[src/rtl/ifetch_pkg.sv]
// Shared definitions for the CPU54 instruction fetch front end.
// Holds FSM state encodings, the empty-head NOP value and the reset fetch address.
// Also defines the FIFO entry layout {pc, word} and a PC alignment helper.
package ifetch_pkg;

    localparam logic [1:0] ST_IDLE = 2'd0;
    localparam logic [1:0] ST_WAIT = 2'd1;
    localparam logic [1:0] ST_DROP = 2'd2;

    localparam logic [31:0] NOP_INSTR        = 32'h0000_0000;
    localparam logic [31:0] DEFAULT_RESET_PC = 32'h0040_0000;

    typedef struct packed {
        logic [31:0] pc;
        logic [31:0] word;
    } fetch_entry_t;

    // Instruction addresses are word aligned; the low two bits are dropped.
    function automatic logic [31:0] align_pc(input logic [31:0] addr);
        return {addr[31:2], 2'b00};
    endfunction

endpackage

[src/rtl/ifetch_fifo.sv]
// Prefetch FIFO holding {pc, word} entries between instruction memory and decoder.
// Latency: a push is visible at the head the cycle after; push and pop may coincide.
// Backpressure: the caller never pushes when full; flush empties it on the same edge.
module ifetch_fifo
    import ifetch_pkg::*;
#(
    parameter int DEPTH = 4
) (
    input  logic                     clk,
    input  logic                     rst,
    input  logic                     flush,
    input  logic                     push,
    input  fetch_entry_t             push_data,
    input  logic                     pop,
    output logic [$clog2(DEPTH):0]   count,
    output logic                     head_valid,
    output fetch_entry_t             head_data
);

    localparam int AW = $clog2(DEPTH);
    localparam logic [AW:0] FULL_CNT = (AW + 1)'(DEPTH);

    fetch_entry_t mem [DEPTH];
    logic [AW-1:0] rd_ptr;
    logic [AW-1:0] wr_ptr;
    logic          do_push;
    logic          do_pop;

    assign do_push    = push && (count != FULL_CNT);
    assign do_pop     = pop && (count != '0);
    assign head_valid = (count != '0);
    // Head is zeroed when empty so the decoder sees a NOP at PC 0.
    assign head_data  = head_valid ? mem[rd_ptr] : '0;

    // Pointer and occupancy tracking; flush wins over push/pop.
    always_ff @(posedge clk) begin
        if (rst || flush) begin
            rd_ptr <= '0;
            wr_ptr <= '0;
            count  <= '0;
        end else begin
            if (do_push) wr_ptr <= wr_ptr + 1'b1;
            if (do_pop)  rd_ptr <= rd_ptr + 1'b1;
            if (do_push && !do_pop)
                count <= count + 1'b1;
            else if (!do_push && do_pop)
                count <= count - 1'b1;
        end
    end

    // Entry storage; contents are don't-care until written.
    always_ff @(posedge clk) begin
        if (do_push && !flush && !rst)
            mem[wr_ptr] <= push_data;
    end

endmodule

[src/rtl/ifetch_unit.sv]
// Instruction fetch: owns fetch PC, issues one outstanding imem read, buffers words.
// Latency: ack at edge N gives instr_valid in cycle N+1; one word per cycle sustained.
// Backpressure: fetch stops issuing while the prefetch FIFO is full; redirect flushes.
module ifetch_unit
    import ifetch_pkg::*;
#(
    parameter logic [31:0] RESET_PC   = DEFAULT_RESET_PC,
    parameter int          FIFO_DEPTH = 4
) (
    input  logic        clk,
    input  logic        rst,
    output logic        imem_req,
    output logic [31:0] imem_addr,
    input  logic        imem_ack,
    input  logic [31:0] imem_rdata,
    input  logic        redirect,
    input  logic [31:0] redirect_pc,
    output logic        instr_valid,
    input  logic        instr_ready,
    output logic [31:0] instruction,
    output logic [31:0] instr_pc
);

    localparam int CW = $clog2(FIFO_DEPTH) + 1;
    localparam logic [CW-1:0] FULL_CNT = CW'(FIFO_DEPTH);

    logic [1:0]    state;
    logic [31:0]   fetch_pc;
    logic [31:0]   fetch_pc_inc;
    logic [CW-1:0] count;
    logic [CW-1:0] count_after;
    logic          ack_ok;
    logic          push;
    logic          pop;
    logic          head_valid;
    fetch_entry_t  head_data;
    fetch_entry_t  push_data;

    // Acks only count while a request is actually on the bus.
    assign ack_ok       = imem_req && imem_ack;
    assign pop          = instr_valid && instr_ready;
    assign push         = (state == ST_WAIT) && ack_ok && !redirect;
    assign fetch_pc_inc = fetch_pc + 32'd4;
    assign push_data    = '{pc: fetch_pc, word: imem_rdata};

    // Occupancy after this cycle's push/pop decides whether to keep streaming.
    always_comb begin
        count_after = count;
        if (push && !pop)
            count_after = count + 1'b1;
        else if (!push && pop)
            count_after = count - 1'b1;
    end

    // Fetch FSM: redirect first, then ack handling, then new issue.
    always_ff @(posedge clk) begin
        if (rst) begin
            state     <= ST_IDLE;
            fetch_pc  <= RESET_PC;
            imem_req  <= 1'b0;
            imem_addr <= RESET_PC;
        end else begin
            case (state)
                ST_IDLE: begin
                    if (redirect) begin
                        fetch_pc <= align_pc(redirect_pc);
                    end else if (count < FULL_CNT) begin
                        imem_req  <= 1'b1;
                        imem_addr <= fetch_pc;
                        state     <= ST_WAIT;
                    end
                end
                ST_WAIT: begin
                    if (redirect) begin
                        fetch_pc <= align_pc(redirect_pc);
                        if (ack_ok) begin
                            // Returned word belongs to the old stream: drop it.
                            imem_req <= 1'b0;
                            state    <= ST_IDLE;
                        end else begin
                            // Memory cannot be aborted; let the stale read finish.
                            state <= ST_DROP;
                        end
                    end else if (ack_ok) begin
                        fetch_pc <= fetch_pc_inc;
                        if (count_after < FULL_CNT) begin
                            imem_addr <= fetch_pc_inc;
                        end else begin
                            imem_req <= 1'b0;
                            state    <= ST_IDLE;
                        end
                    end
                end
                ST_DROP: begin
                    if (redirect)
                        fetch_pc <= align_pc(redirect_pc);
                    if (ack_ok) begin
                        imem_req <= 1'b0;
                        state    <= ST_IDLE;
                    end
                end
                default: begin
                    imem_req <= 1'b0;
                    state    <= ST_IDLE;
                end
            endcase
        end
    end

    ifetch_fifo #(
        .DEPTH (FIFO_DEPTH)
    ) u_fifo (
        .clk        (clk),
        .rst        (rst),
        .flush      (redirect),
        .push       (push),
        .push_data  (push_data),
        .pop        (pop),
        .count      (count),
        .head_valid (head_valid),
        .head_data  (head_data)
    );

    assign instr_valid = head_valid;
    assign instruction = head_data.word;
    assign instr_pc    = head_data.pc;

endmodule
[config.mk]
export PLATFORM = sky130hd
export DESIGN_NAME = ifetch_unit
export DESIGN_NICKNAME = d
export VERILOG_FILES = /design/src/rtl/ifetch_pkg.sv /design/src/rtl/ifetch_fifo.sv /design/src/rtl/ifetch_unit.sv
export SDC_FILE = /design/constraint.sdc
export NUM_CORES = 1
export LEC_CHECK = 0
export BUFFER_PORTS_ARGS = -buffer_cell sky130_fd_sc_hd__buf_2
export CORE_MARGIN = 3
export CORE_UTILIZATION = 50
export DETAILED_ROUTE_END_ITERATION = 8
export PLACE_DENSITY = 0.7
export SYNTH_ARGS = -nofsm -noshare
export SYNTH_HDL_FRONTEND = slang
export SYNTH_HIERARCHICAL = 1
export SYNTH_SLANG_ARGS = --single-unit
export TNS_END_PERCENT = 5
[constraint.sdc]
create_clock -name clk -period 8.5 [get_ports clk]
set_input_delay 0.425 -clock clk [delete_from_list [all_inputs] [get_ports clk]]
set_output_delay 0.425 -clock clk [all_outputs]
set_load 0.02 [all_outputs]
# After elaboration in Yosys (flattened, before gate mapping)
# Memory sizes are Yosys's and may differ from the RTL's. A register that Yosys moved wholly into a read port is not among the register bits.
# Index checks and enable logic that the tools add are counted.
# totals
register_bits	74
ram_bits	256
in_bits	69
output_inout_bits	98
elab_cells	90
memories	1
# mem_list
name	words	word_bits	rd	rd_ports_with_merged_regs	wr	line	rtl
u_fifo.mem	4	64	1	1	1	ifetch_fifo.sv:23	fetch_entry_t mem [DEPTH];
# op_classes
add_sub_neg	5
magnitude_cmp	2
eq_ne	12
n_mux	34
reduce_logical	29
# op_table
cell	n
$mux W32	8
$pmux W32 S2	2
$mux W64	1
$add A32 B3 Y32 const B	1
$mux W2	9
$logic_and A1 B1 Y1	12
$mux W3	4
$ne A2 B2 Y1 const B	5
$ne A3 B3 Y1 const B	3
$mux W1	8
$logic_not A1 Y1	6
$lt A3 B3 Y1 const B	2
$pmux W2 S3	1
$reduce_and A6 Y1	1
$reduce_bool A2 Y1	3
$reduce_and A5 Y1	1
$add A2 B1 Y2 const B	2
$ne A2 B1 Y1 const B	2
$reduce_and A4 Y1	1
$add A3 B1 Y3 const B	1
$pmux W1 S3	1
$reduce_and A3 Y1	1
$reduce_bool A3 Y1	1
$sub A3 B1 Y3 const B	1
other kinds (5)	5

# Depth between registers and ports, before layout
# Gate-level depths: netlist of the first run.
# logic_depth
ltp_word	12
mapped_depth	14
ltp_nobuf	10

# Cells and area by module
# The synthesis of the first run kept the hierarchy.
# by_module_without_submodules
mod	instances	cells_per_inst	area_per_inst_um2	seq_area_each_um2
ifetch_fifo	1	454	10252.3	7867.5
ifetch_unit	1	492	3714.8	1261.2

# Worst setup path after synthesis of the first run
# No wires, ideal clock.
# synth_timing
path_kind	reg2reg
start	reg state[1]
end	reg u_fifo.count[2]
setup_ns	0.070
arrival_time_ns	2.693
t_required_ns	8.430
setup_slack_ns	5.737
stages_incl_launch_ff	15
n_path_buf	4
synth_period_minus_slack_ns	2.763
path_cell_list	dfxtp_1 buf_6 nand2b_4 buf_6 or3_1 clkbuf_2 inv_1 and2_4 buf_6 ha_1 inv_1 fa_1 xor2_1 or3_2 a21oi_1
# synth_via
elab_chain_len	7
word_cells_on_any_way	9
classes_between	1 x eq/ne; 1 x mux; 7 x reduce/logical
# synth_rtl
element	line	rtl
start: declaration	ifetch_unit.sv:27	logic [1:0] state;
start signal: assignment	ifetch_unit.sv:58	state <= ST_IDLE;
start signal: assignment	ifetch_unit.sv:70	state <= ST_WAIT;
start signal: assignment	ifetch_unit.sv:79	state <= ST_IDLE;
$eq A2 B1 Y1 (*)	ifetch_unit.sv:42	assign push = (state == ST_WAIT) && ack_ok && !redirect;
$logic_and A1 B1 Y1 (*) (2 in series)	ifetch_unit.sv:42	
net push	ifetch_unit.sv:33	logic push;
$logic_and A1 B1 Y1 (*)	ifetch_fifo.sv:29	assign do_push = push && (count != FULL_CNT);
net u_fifo.do_push	ifetch_fifo.sv:26	logic do_push;
$logic_not A1 Y1	ifetch_fifo.sv:46	else if (!do_push && do_pop)
$logic_and A1 B1 Y1	ifetch_fifo.sv:46	
$reduce_bool A2 Y1 (no source line)	--	
end signal: assignment	ifetch_fifo.sv:45	count <= count + 1'b1;
end signal: assignment	ifetch_fifo.sv:47	count <= count - 1'b1;
end: declaration	ifetch_fifo.sv:15	output logic [$clog2(DEPTH):0] count,
# Mark *: on every way through the listed nets, which the timed path passes. The rest lies on a longest branch.
# A chain may end at the register's enable or synchronous reset.

==> impl_metrics.prom, run 1 <==
# TYPE chip_impl_metric gauge
chip_impl_info{name="reg2reg_from",value="state[0]"} 1
chip_impl_metric{name="synth_cell_types",unit=""} 72
chip_impl_metric{name="first_global_vias",unit=""} 8205
chip_impl_metric{name="netSwitchingFraction",unit="%"} 21.4
chip_impl_info{name="final_cell_mix",value="edfxtp_1 (256), buf_2 (162), and2_1 (70), dfxtp_1 (70), nor2_1 (50)"} 1
chip_impl_metric{name="syn2layout_area_growth",unit="%"} 15.2
chip_impl_metric{name="std_cell_rows",unit=""} 60
chip_impl_metric{name="global_route.overflow_total",unit=""} 0
chip_impl_metric{name="cts.repair_timing.setup_buffer_count",unit=""} 0
chip_impl_metric{name="routed_wire_length_per_instance",unit="um"} 19.8
chip_impl_metric{name="vdd_drop_max",unit="V"} 0.000147
chip_impl_metric{name="comb_power_share",unit="%"} 4.4
chip_impl_metric{name="worstMarginPinSlew",unit="ns"} 1.04
chip_impl_info{name="layout.cells.most_common",value="edfxtp_1"} 1
chip_impl_metric{name="initial_cell_density_of_the_core",unit="%"} 51.4
chip_impl_metric{name="full_die_area",unit="mm2"} 0.0300
chip_impl_metric{name="antenna_diodes",unit=""} 0
chip_impl_metric{name="ys_seq_elements",unit=""} 328
chip_impl_info{name="worst_setup_path_end_kind",value="primary output"} 1
chip_impl_metric{name="vias_per_cell",unit=""} 5.71
chip_impl_metric{name="synthArstFlopShare",unit="%"} 0
chip_impl_metric{name="post-place-cells",unit=""} 1426
chip_impl_metric{name="synth_seq_area_share",unit="%"} 65.4
chip_impl_metric{name="final.period_utilization",unit="%"} 39.2
chip_impl_metric{name="postRouteAntennaNets",unit=""} 0
chip_impl_metric{name="drcViolationCount",unit=""} 0
chip_impl_metric{name="final-hold-violation-count",unit=""} 0
chip_impl_metric{name="r2r_setup_slack",unit="ns"} 5.37
chip_impl_metric{name="groute.usage.overall",unit="%"} 19.2
chip_impl_metric{name="syn-instance-count",unit=""} 946
chip_impl_info{name="startpoint_type",value="flop"} 1
chip_impl_info{name="hp-start",value="imem_rdata[2]"} 1
chip_impl_metric{name="period_needed",unit="ns"} 3.33
chip_impl_metric{name="final_net_count",unit=""} 1167
chip_impl_info{name="timing.rr.end",value="u_fifo/count[2]"} 1
chip_impl_metric{name="leakage_component_of_the_power",unit="nW"} 5.67
chip_impl_metric{name="power_frac_clock",unit="%"} 42.8
chip_impl_metric{name="number_of_flops_mapped_to_enable_cells_by_yosys",unit=""} 256
chip_impl_metric{name="pin_count_of_the_biggest_net_entering_global_routing",unit=""} 67
chip_impl_info{name="grt_setup_unrepaired",value="no"} 1
chip_impl_metric{name="synth_area_per_cell",unit="um2"} 14.8
chip_impl_metric{name="place_ws",unit="ns"} 5.43
chip_impl_metric{name="drv_slew",unit=""} 0
chip_impl_metric{name="cp_data_required_time",unit="ns"} 8.08
chip_impl_info{name="yosys_most_used_dff",value="edfxtp_1"} 1
chip_impl_info{name="criticalPathCategory",value="reg2out"} 1
chip_impl_metric{name="net_switching_component_of_the_power",unit="mW"} 0.725
chip_impl_metric{name="powerDensity",unit="mW/mm2"} 211
chip_impl_info{name="tritoncts",value="done"} 1
chip_impl_metric{name="setup_ws",unit="ns"} 5.17
chip_impl_metric{name="wl",unit="um"} 29400
chip_impl_metric{name="timing.max_slew.rel_slack",unit="%"} 30.4
chip_impl_metric{name="total_power",unit="mW"} 3.39
chip_impl_metric{name="power.internal",unit="mW"} 2.67
chip_impl_metric{name="dp_hpwl",unit="um"} 17600
chip_impl_metric{name="count_of_port_buffers_added_during_placement",unit=""} 162
chip_impl_metric{name="top_level_ports",unit=""} 167
chip_impl_metric{name="drt_pre_antenna_iters",unit=""} 6
chip_impl_metric{name="final_util",unit="%"} 59.2
chip_impl_metric{name="fmaxAchievable",unit="MHz"} 300
chip_impl_metric{name="gpl.final_weighted_congestion",unit=""} 0.846
chip_impl_metric{name="chipHeight",unit="um"} 173
chip_impl_metric{name="vias",unit=""} 8493
chip_impl_metric{name="skew",unit="ns"} 0.0164
chip_impl_metric{name="die_x",unit="um"} 173
chip_impl_metric{name="detail_route.iter0.violations",unit=""} 760
chip_impl_metric{name="ff2ff_path_depth",unit=""} 10
chip_impl_metric{name="share_seq_of_total_power",unit="%"} 52.8
chip_impl_metric{name="post_synth_instance_area",unit="mm2"} 0.0140
chip_impl_metric{name="totalNegativeSetupSlack",unit="ns"} 0
chip_impl_metric{name="timing.hold.worst_path_depth",unit=""} 1
chip_impl_metric{name="grt_antenna_before_repair",unit=""} 0
chip_impl_info{name="cts.root.buffer_cell",value="clkbuf_16"} 1
chip_impl_metric{name="synth.yosys.warnings",unit=""} 6
chip_impl_metric{name="clkSlewWorstSetupHoldPaths",unit="ns"} 0.06
chip_impl_metric{name="cts_buffers",unit=""} 35
chip_impl_metric{name="placeableCoreArea",unit="mm2"} 0.0272
chip_impl_metric{name="clock_tree.htree_level_count",unit=""} 2
chip_impl_info{name="run_status",value="complete, no violations"} 1
chip_impl_metric{name="layout-drive-gt1-share",unit="%"} 25.1
chip_impl_metric{name="worst_ep_arrival_time",unit="ns"} 2.91
chip_impl_metric{name="timing.final.setup_violations",unit=""} 0
chip_impl_metric{name="max-cap-violations",unit=""} 0
chip_impl_metric{name="number_of_buffers_on_the_longest_clock_path",unit=""} 3
chip_impl_info{name="min-delay-path-class",value="in2reg"} 1
chip_impl_metric{name="clock_sinks",unit=""} 328
chip_impl_metric{name="cts_resized",unit=""} 0
chip_impl_metric{name="grt_first_pass_wirelength",unit="um"} 45900
chip_impl_metric{name="cts_hold_repair.buffers",unit=""} 0
chip_impl_metric{name="critical_path_maximum_fanout",unit=""} 46
chip_impl_metric{name="finish.cell_count_without_fillers",unit=""} 1487
chip_impl_info{name="worstHoldEndpoint",value="u_fifo/mem[1][2]"} 1
chip_impl_metric{name="clk-insertion-delay-late",unit="ns"} 0.51
power groups by stage:
stage | logic [mW] | registers, mW | clock network [mW]
finish | 0.151 | 1.79 | 1.45
global route | 0.167 | 1.80 | 1.55
CTS | 0.151 | 1.79 | 1.49
detailed placement | 0.150 | 1.82 | 0
global placement | 0.148 | 1.82 | 0
floorplan | 0.0870 | 1.82 | 0
area by class of cell:
| type | instances | area (um2) |
|---|---|---|
| Multi-Input combinational cell | 548 | 4490 |
| Clock buffer | 42 | 955 |
| Timing Repair Buffer | 169 | 863 |
| Fill cell | 2127 | 11100 |
| Clock inverter | 19 | 149 |
| Inverter | 9 | 33.8 |
| Tap cell | 372 | 465 |
| Sequential cell | 328 | 9130 |
how the worst max path moves through the flow:
| stage | endpoint | start | depth (start not counted) |
|---|---|---|---|
| floorplan | u_fifo/count[2] | state[1] | 14 |
| global placement | u_fifo/count[2] | state[0] | 10 |
| detailed placement | u_fifo/count[2] | state[0] | 10 |
| CTS | instr_pc[21] | flop | 4 |
| global route | instruction[0] | flop | 4 |
| finish | instruction[0] | flop | 4 |
worst max-delay path, stage by stage (launching register included):
cell and delay (ns):
dfxtp_4 0.58, buf_4 0.75, mux4_1 0.65, and2_1 0.20, buf_2 0.16
synth_stat cells, types with 9 or more instances:
master    count  share of area (%)
a211oi_1     12               0.65
a21oi_1      48                1.7
and2_1       70                3.1
buf_2         9               0.32
buf_6        10               0.81
clkbuf_1     47                1.3
dfxtp_1      72                 10
edfxtp_1    256                 55
inv_1         9               0.24
mux4_1       25                4.7
mux4_2       39                6.3
nand2_1      45                1.2
nand3_1      27               0.97
nand4_1      17               0.76
nor2_1       50                1.3
nor3_1       15               0.54
o21ai_0      44                1.6
xor2_1       24                1.5
state kept, by name, indices dropped and copies added (netlist names), named ones only:
name           cells
u_fifo/count       3
imem_req           1
u_fifo/wr_ptr      2
fetch_pc          30
state              2
u_fifo/mem       256
u_fifo/rd_ptr      2
imem_addr         30
kinds of logic after synthesis:
group	after synthesis	synth area share, %
buffers and inverters	79	2.80
multiplexers	68	11.3
flip-flops	328	65.4
AND/OR/NAND/NOR	268	10.4
other	1	0.0268
XOR/XNOR	32	2.01
AO/OA/AOI/OAI	163	7.43
adder cells (fa/ha/maj)	7	0.681
routing by layer:
metal / share of wire (%) / vias up / GRT usage (%)
li1: - / 3964 / -
met1: 46 / 4218 / 28.2
met2: 46 / 274 / 30.4
met5: 0 / - / 0
met3: 5.7 / 37 / 2.99
met4: 1.9 / 0 / 5.30
through the flow:
step / instance area [um2] / hold slack, ns
after floorplan: 14000 / 0.455
after CTS: 16100 / 0.110
after detailed placement: 15000 / 0.490
after global placement: 15000 / 0.485
after global routing: 16100 / 0.121
final: 16100 / 0.134
Power figures use the tool's default switching activity.
==> inputs of run 2 (changes only) <==
--- a/config.mk
+++ b/config.mk
@@ -5,6 +5,7 @@
 export SDC_FILE = /design/constraint.sdc
 export NUM_CORES = 1
 export LEC_CHECK = 0
+export ABC_AREA = 1
 export BUFFER_PORTS_ARGS = -buffer_cell sky130_fd_sc_hd__buf_2
 export CORE_MARGIN = 3
 export CORE_UTILIZATION = 50
==> constraint.sdc (replaced) <==
create_clock -name clk -period 3.3 [get_ports clk]
set_input_delay 0.165 -clock clk [delete_from_list [all_inputs] [get_ports clk]]
set_output_delay 0.165 -clock clk [all_outputs]
set_load 0.02 [all_outputs]
==> run 2 against run 1 <==
  * Combinational power rose to 7.3 times the previous value
  * Sequential share of layout area decreased by 3.3 points
  * Clock power grew to 2.6 times the previous value
  * Clock skew up 0.0041 ns
  * Highest routed layer unchanged
  * Global-route usage rose by 2.7 points
  * Cell count increased by 39%
==> impl_metrics.prom, run 2 <==
# TYPE chip_impl_metric gauge
chip_impl_metric{name="leakage_component_of_the_power",unit="nW"} 6.68
chip_impl_metric{name="synth_cell_types",unit=""} 37
chip_impl_metric{name="wl",unit="um"} 34300
chip_impl_info{name="layout.cells.most_common",value="nor2_1"} 1
chip_impl_info{name="min-delay-path-class",value="in2reg"} 1
chip_impl_metric{name="cts_buffers",unit=""} 35
chip_impl_metric{name="drt_pre_antenna_iters",unit=""} 6
chip_impl_metric{name="gpl.final_weighted_congestion",unit=""} 0.893
chip_impl_metric{name="global_route.overflow_total",unit=""} 0
chip_impl_metric{name="grt_antenna_before_repair",unit=""} 0
chip_impl_metric{name="placeableCoreArea",unit="mm2"} 0.0280
chip_impl_metric{name="groute.usage.overall",unit="%"} 22.0
chip_impl_metric{name="die_x",unit="um"} 175
chip_impl_info{name="path_cells",value="nor2_1 -> nand2_1 -> inv_2 -> buf_12 -> a21oi_1 -> buf_2"} 1
chip_impl_metric{name="vias_per_cell",unit=""} 5.21
chip_impl_metric{name="dp_hpwl",unit="um"} 20300
chip_impl_metric{name="clock_tree.htree_level_count",unit=""} 2
chip_impl_metric{name="cts.repair_timing.setup_buffer_count",unit=""} 0
chip_impl_metric{name="initial_cell_density_of_the_core",unit="%"} 51.0
chip_impl_info{name="grt_setup_unrepaired",value="no"} 1
chip_impl_info{name="netlist_top_cells_area",value="edfxtp_1 (54%), dfxtp_1 (10%), nor2_1 (9.5%), nand2_1 (6.0%), o21ai_0 (5.5%)"} 1
chip_impl_metric{name="drcViolationCount",unit=""} 0
chip_impl_info{name="timing.rr.end",value="u_fifo/mem[1][44]"} 1
chip_impl_metric{name="worst_ep_arrival_time",unit="ns"} 2.45
chip_impl_metric{name="cts_resized",unit=""} 0
chip_impl_metric{name="detail_route.iter0.violations",unit=""} 1099
chip_impl_info{name="worstHoldEndpoint",value="u_fifo/count[2]"} 1
chip_impl_metric{name="period_needed",unit="ns"} 2.61
chip_impl_metric{name="synth.top_cell.area_share",unit="%"} 53.8
chip_impl_info{name="register_name_with_the_most_flops",value="u_fifo/mem"} 1
chip_impl_metric{name="ff2ff_path_depth",unit=""} 8
chip_impl_info{name="tritoncts",value="done"} 1
chip_impl_metric{name="top_level_ports",unit=""} 167
chip_impl_metric{name="synth_seq_area_share",unit="%"} 63.9
chip_impl_metric{name="routed_wire_length_per_instance",unit="um"} 16.5
chip_impl_info{name="layout_top_registers",value="u_fifo/mem: 256 flops, fetch_pc: 30 flops, imem_addr: 30 flops"} 1
chip_impl_metric{name="worstMarginPinSlew",unit="ns"} 1.06
chip_impl_metric{name="clkSlewWorstSetupHoldPaths",unit="ns"} 0.06
chip_impl_metric{name="vdd_drop_max",unit="V"} 0.000386
chip_impl_info{name="final_cell_mix",value="nor2_1 (358), edfxtp_1 (256), nand2_1 (230)"} 1
chip_impl_metric{name="first_global_vias",unit=""} 10300
chip_impl_metric{name="grt_first_pass_wirelength",unit="um"} 54400
chip_impl_metric{name="skew",unit="ns"} 0.0205
chip_impl_metric{name="final.period_utilization",unit="%"} 79.2
chip_impl_metric{name="std_cell_rows",unit=""} 61
chip_impl_metric{name="clk-insertion-delay-late",unit="ns"} 0.51
chip_impl_info{name="run_status",value="complete, no violations"} 1
chip_impl_metric{name="vias",unit=""} 10800
chip_impl_metric{name="r2r_setup_slack",unit="ns"} 0.76
chip_impl_metric{name="critical_path_maximum_fanout",unit=""} 36
chip_impl_metric{name="pin_count_of_the_biggest_net_entering_global_routing",unit=""} 105
chip_impl_info{name="library_cell_with_the_largest_summed_area_after_synthesis",value="edfxtp_1"} 1
chip_impl_metric{name="postRouteAntennaNets",unit=""} 0
chip_impl_metric{name="crit_path_max_incr_delay",unit="ns"} 0.57
chip_impl_metric{name="clock_sinks",unit=""} 328
chip_impl_metric{name="total_power",unit="mW"} 9.61
chip_impl_metric{name="syn-instance-count",unit=""} 1465
chip_impl_metric{name="synth.yosys.warnings",unit=""} 6
chip_impl_metric{name="powerDensity",unit="mW/mm2"} 562
chip_impl_metric{name="timing.max_slew.rel_slack",unit="%"} 29.5
chip_impl_info{name="hp-start",value="redirect"} 1
chip_impl_metric{name="synth_area_per_cell",unit="um2"} 9.75
chip_impl_info{name="criticalPathCategory",value="reg2out"} 1
chip_impl_metric{name="chipHeight",unit="um"} 175
chip_impl_metric{name="max-cap-violations",unit=""} 0
chip_impl_info{name="cts.root.buffer_cell",value="clkbuf_16"} 1
chip_impl_metric{name="placed_area",unit="mm2"} 0.0154
chip_impl_metric{name="cp_data_required_time",unit="ns"} 3.13
chip_impl_metric{name="number_of_flops_mapped_to_enable_cells_by_yosys",unit=""} 256
chip_impl_info{name="critPathSlowestCell",value="inv_2"} 1
chip_impl_metric{name="full_die_area",unit="mm2"} 0.0306
chip_impl_metric{name="antenna_diodes",unit=""} 0
chip_impl_metric{name="synthArstFlopShare",unit="%"} 0
chip_impl_info{name="synthMostInstantiatedCell",value="nor2_1"} 1
chip_impl_info{name="post_synth_most_frequent_cells",value="nor2_1 (362), edfxtp_1 (256), nand2_1 (230)"} 1
chip_impl_metric{name="number_of_buffers_on_the_longest_clock_path",unit=""} 3
chip_impl_metric{name="final-hold-violation-count",unit=""} 0
chip_impl_metric{name="timing.hold.worst_path_depth",unit=""} 4
chip_impl_metric{name="count_of_port_buffers_added_during_placement",unit=""} 162
chip_impl_metric{name="drv_slew",unit=""} 0
chip_impl_metric{name="ys_seq_elements",unit=""} 328
chip_impl_metric{name="layout-drive-gt1-share",unit="%"} 15.0
chip_impl_metric{name="largest_register_ffs",unit=""} 256
chip_impl_metric{name="syn2layout_area_growth",unit="%"} 19.6
chip_impl_info{name="yosys_most_used_dff",value="edfxtp_1"} 1
chip_impl_metric{name="post_synth_instance_area",unit="mm2"} 0.0143
chip_impl_metric{name="postLayoutCellArea",unit="mm2"} 0.0171
chip_impl_metric{name="fmaxAchievable",unit="MHz"} 383
chip_impl_metric{name="final_net_count",unit=""} 1746
chip_impl_info{name="worst_setup_path_end_kind",value="primary output"} 1
chip_impl_info{name="startpoint_type",value="flop"} 1
chip_impl_metric{name="timing.final.setup_violations",unit=""} 0
chip_impl_info{name="reg2reg_from",value="imem_req"} 1
-- run 2: cell count changes after synthesis, sizes merged, moves of 10 or more --
cell and change:
nor2 +316, nand2 +188, o21ai +131, and2 -72, inv +71, a21oi +68, mux4 -64, buf +19
nand4 -14, clkbuf -13, a211oi -11, xor2 -10
-- run 2: metrics by stage --
step | worst slack (ns) | utilization (%) | hold WS (ns) | std cells | setup TNS, ns
floorplan | -0.130 | - | 0.234 | 1474 | -33.19
global placement | 0.818 | 55.1 | 0.378 | 1957 | 0
detailed placement | 0.725 | 55.1 | 0.382 | 1957 | 0
CTS | 0.625 | 61.0 | 0.00289 | 2073 | 0
global route | 0.508 | 61.0 | 0.0367 | 2073 | 0
finish | 0.688 | 61.0 | 0.0254 | 2073 | 0
-- run 2: how the worst max path moves through the flow --
stage,start,end,cells past startpoint
floorplan,imem_req,u_fifo/mem[0][0],7
finish,u_fifo/count[0],instr_pc[9],6
global placement,imem_req,u_fifo/mem[1][9],8
CTS,u_fifo/count[0],instr_pc[9],6
global route,imem_req,u_fifo/mem[1][44],8
detailed placement,imem_req,u_fifo/mem[1][9],8
-- run 2: power by group --
part | switching, mW | internal [mW] | leakage (nW)
clock | 1.54 | 2.18 | 0.548
sequential | 0.168 | 4.62 | 2.91
combinational | 0.725 | 0.377 | 3.22
total | 2.43 | 7.18 | 6.68
-- run 2: layer usage --
| metal | global-route usage (%) | wire length [um] |
|---|---|---|
| met5 | 0 | 0 |
| met1 | 31.2 | 15600 |
| met4 | 4.69 | 573 |
| met3 | 3.32 | 1960 |
| met2 | 36.2 | 16100 |
-- run 2: critical path: cells and delay by family, from the launching register on --
family	cells	cell delay, ns
simple gates	2	0.39
buf+inv	3	1.06
flops	1	0.37
compound gates	1	0.11
-- run 2: final cells by class --
cell class	instances	area, um2
clock buffers	46	981
clock inverters	16	123
fillers	2315	10900
inverters	81	304
multi-input cells	989	4450
flip-flops and latches	328	9130
well taps	378	473
repair buffers	235	1620
-- run 2: cell families after synthesis --
group	after synthesis	synth area share [%]
AND/OR/NAND/NOR	649	17.8
adder cells (fa/ha/maj)	7	0.665
buffers and inverters	157	5.39
flip-flops	328	63.9
other	1	0.0262
AO/OA/AOI/OAI	305	11.1
XOR/XNOR	18	1.10
-- run 2: timing repair --
action,in CTS,in global routing
endpoints found under the setup margin,0,0
hold buffers,54,0
hold endpoints to repair,154,0
==> inputs of run 3 (changes only) <==
--- a/config.mk
+++ b/config.mk
@@ -10,7 +10,7 @@
 export CORE_MARGIN = 3
 export CORE_UTILIZATION = 50
 export DETAILED_ROUTE_END_ITERATION = 8
-export PLACE_DENSITY = 0.7
+export PLACE_DENSITY = 0.73
 export SYNTH_ARGS = -nofsm -noshare
 export SYNTH_HDL_FRONTEND = slang
 export SYNTH_HIERARCHICAL = 1
==> constraint.sdc (replaced) <==
create_clock -name clk -period 2.15 [get_ports clk]
set_input_delay 0.1075 -clock clk [delete_from_list [all_inputs] [get_ports clk]]
set_output_delay 0.1075 -clock clk [all_outputs]
set_load 0.02 [all_outputs]
==> run 3 against run 2 <==
  * Wire length increased by 2.7%
  * Critical path type unchanged
  * Design area increased by 3.3%
  * Sequential share of layout area decreased by 1.6 points
  * Register-to-register slack got worse by 0.61 ns
  * Sequential cell count unchanged
  * Global-route usage increased by 0.29 points
  * Utilization increased by 2.0 points
  * Die area unchanged
  * Clock power increased by 57%
  * Sequential power increased by 53%
==> impl_metrics.prom, run 3 (same netlist as run 2, synthesis figures left out) <==
# TYPE chip_impl_metric gauge
chip_impl_info{name="tritoncts",value="done"} 1
chip_impl_info{name="grt_setup_unrepaired",value="yes"} 1
chip_impl_metric{name="die_x",unit="um"} 175
chip_impl_metric{name="largest_register_ffs",unit=""} 256
chip_impl_metric{name="std_cell_rows",unit=""} 61
chip_impl_metric{name="drv_slew",unit=""} 0
chip_impl_info{name="layout.cells.most_common",value="nor2_1"} 1
chip_impl_metric{name="total_power",unit="mW"} 15.0
chip_impl_metric{name="wl",unit="um"} 35200
chip_impl_metric{name="routed_wire_length_per_instance",unit="um"} 16.6
chip_impl_metric{name="setup_ws",unit="ns"} 0.0657
chip_impl_metric{name="layout-drive-gt1-share",unit="%"} 17.5
chip_impl_metric{name="vias_per_cell",unit=""} 5.19
chip_impl_info{name="run_status",value="complete, no violations"} 1
chip_impl_metric{name="antenna_diodes",unit=""} 0
chip_impl_metric{name="initial_cell_density_of_the_core",unit="%"} 51.0
chip_impl_metric{name="grt_antenna_before_repair",unit=""} 0
chip_impl_metric{name="timing.final.setup_violations",unit=""} 0
chip_impl_info{name="criticalPathCategory",value="reg2out"} 1
chip_impl_info{name="final_cell_mix",value="nor2_1 (357), edfxtp_1 (256), nand2_1 (226)"} 1
chip_impl_metric{name="first_global_vias",unit=""} 10800
chip_impl_info{name="startpoint_type",value="flop"} 1
chip_impl_metric{name="period_needed",unit="ns"} 2.08
chip_impl_info{name="register_name_with_the_most_flops",value="u_fifo/mem"} 1
chip_impl_metric{name="global_route.overflow_total",unit=""} 0
chip_impl_metric{name="vdd_drop_max",unit="V"} 0.000647
chip_impl_metric{name="clock_sinks",unit=""} 328
chip_impl_metric{name="fmaxAchievable",unit="MHz"} 480
chip_impl_metric{name="count_of_port_buffers_added_during_placement",unit=""} 162
chip_impl_metric{name="chipHeight",unit="um"} 175
chip_impl_metric{name="place_ws",unit="ns"} 0.120
chip_impl_info{name="cts.root.buffer_cell",value="clkbuf_16"} 1
chip_impl_metric{name="vias",unit=""} 11000
chip_impl_metric{name="final_net_count",unit=""} 1788
chip_impl_metric{name="grt_first_pass_wirelength",unit="um"} 55100
chip_impl_metric{name="detail_route.iter0.violations",unit=""} 992
chip_impl_metric{name="pin_count_of_the_biggest_net_entering_global_routing",unit=""} 93
chip_impl_metric{name="worst_ep_arrival_time",unit="ns"} 1.98
chip_impl_metric{name="final-hold-violation-count",unit=""} 0
chip_impl_metric{name="powerDensity",unit="mW/mm2"} 852
chip_impl_metric{name="dp_hpwl",unit="um"} 20900
chip_impl_metric{name="cp_data_required_time",unit="ns"} 2.04
chip_impl_metric{name="placeableCoreArea",unit="mm2"} 0.0280
chip_impl_metric{name="syn2layout_area_growth",unit="%"} 23.5
chip_impl_metric{name="postRouteAntennaNets",unit=""} 0
chip_impl_metric{name="clk-insertion-delay-late",unit="ns"} 0.52
chip_impl_info{name="min-delay-path-class",value="in2reg"} 1
chip_impl_metric{name="critical_path_maximum_fanout",unit=""} 46
chip_impl_metric{name="clkSlewWorstSetupHoldPaths",unit="ns"} 0.06
chip_impl_metric{name="drcViolationCount",unit=""} 0
chip_impl_metric{name="final.period_utilization",unit="%"} 96.9
chip_impl_metric{name="gpl.final_weighted_congestion",unit=""} 0.885
chip_impl_info{name="worst_setup_path_end_kind",value="primary output"} 1
chip_impl_metric{name="top_level_ports",unit=""} 167
chip_impl_metric{name="full_die_area",unit="mm2"} 0.0306
chip_impl_metric{name="clock_tree.htree_level_count",unit=""} 2
chip_impl_metric{name="groute.usage.overall",unit="%"} 22.3
chip_impl_metric{name="cts_buffers",unit=""} 35
chip_impl_metric{name="number_of_buffers_on_the_longest_clock_path",unit=""} 3
chip_impl_info{name="layout_top_registers",value="u_fifo/mem: 256 flops, fetch_pc: 30 flops, imem_addr: 30 flops"} 1
chip_impl_metric{name="skew",unit="ns"} 0.0178
chip_impl_metric{name="leakage_component_of_the_power",unit="nW"} 6.97
chip_impl_metric{name="max-cap-violations",unit=""} 0
chip_impl_metric{name="drt_pre_antenna_iters",unit=""} 5
-- run 3: cell count changes in the layout (fill, tap and decap cells not counted), moves of 3 or more --
cell and change:
buf_4 +25, clkbuf_1 -4, clkbuf_16 +3, clkbuf_8 +3, dfxtp_1 -5, dfxtp_2 +4
dlygate4sd3_1 +10, nand2_1 -4, nand2_4 +3
-- run 3: final timing paths --
kind | from | end | slack (ns) | cells after the start
worst min register to register | imem_addr[22] | imem_addr[22] | 0.49 | 2
worst max register to register | state[0] | u_fifo/mem[1][25] | 0.15 | 9
worst min-delay path | redirect_pc[5] | fetch_pc[5] | 0.04 | 5
worst max-delay path | flop | instr_pc[22] | 0.07 | 6
-- run 3: cell type report --
cell class	count	area [um2]
clock buffer	45	1010
clock inverter	18	126
fill	2251	10400
inverter	81	314
multi-input combinational	989	4500
sequential	328	9140
tap	378	473
timing repair buffer	277	2080
-- run 3: metrics by stage --
step / TNS (ns) / hold slack, ns / utilization [%] / instances / instance area, um2
5_1_grt: -0.0710 / 0.0649 / 63.0 / 2116 / 17600
2_1_floorplan: -69.34 / 0.177 / - / 1474 / 14400
3_3_place_gp: 0 / 0.319 / 56.1 / 1985 / 15700
6_report: 0 / 0.0378 / 63.0 / 2116 / 17600
4_1_cts: -0.0124 / 0.00919 / 62.5 / 2112 / 17500
3_5_place_dp: 0 / 0.326 / 56.1 / 1985 / 15700
-- run 3: what timing repair did --
action,4_1_cts,5_1_grt
hold buffers,64,0
pin swaps,0,3
gates cloned,0,3
hold endpoints to repair,164,0
buffers inserted,0,1
resized for setup,5,20
endpoints found under the setup margin,45,67
-- run 3: power by group --
group          total (mW)  internal (mW)  switching [mW]
clock                5.85           3.44            2.41
combinational        1.87          0.682            1.19
sequential           7.32           7.10           0.221
-- run 3: metal layers --
layer | routed length (um) | GRT usage [%] | vias to the layer above | part of all wire (%)
li1 | - | - | 5421 | -
met4 | 556 | 6.25 | 0 | 1.6
met3 | 2130 | 3.93 | 39 | 6.1
met5 | 0 | 0 | - | 0
met1 | 15700 | 30.7 | 5161 | 45
met2 | 16800 | 36.6 | 364 | 48
-- run 3: worst max-delay path, cell delays in order (launching register included) --
cell and delay [ns]:
dfxtp_4 0.45, buf_16 0.25, nor2_1 0.09, nor2_1 0.08, o21ai_0 0.09, a21oi_1 0.24
buf_2 0.22
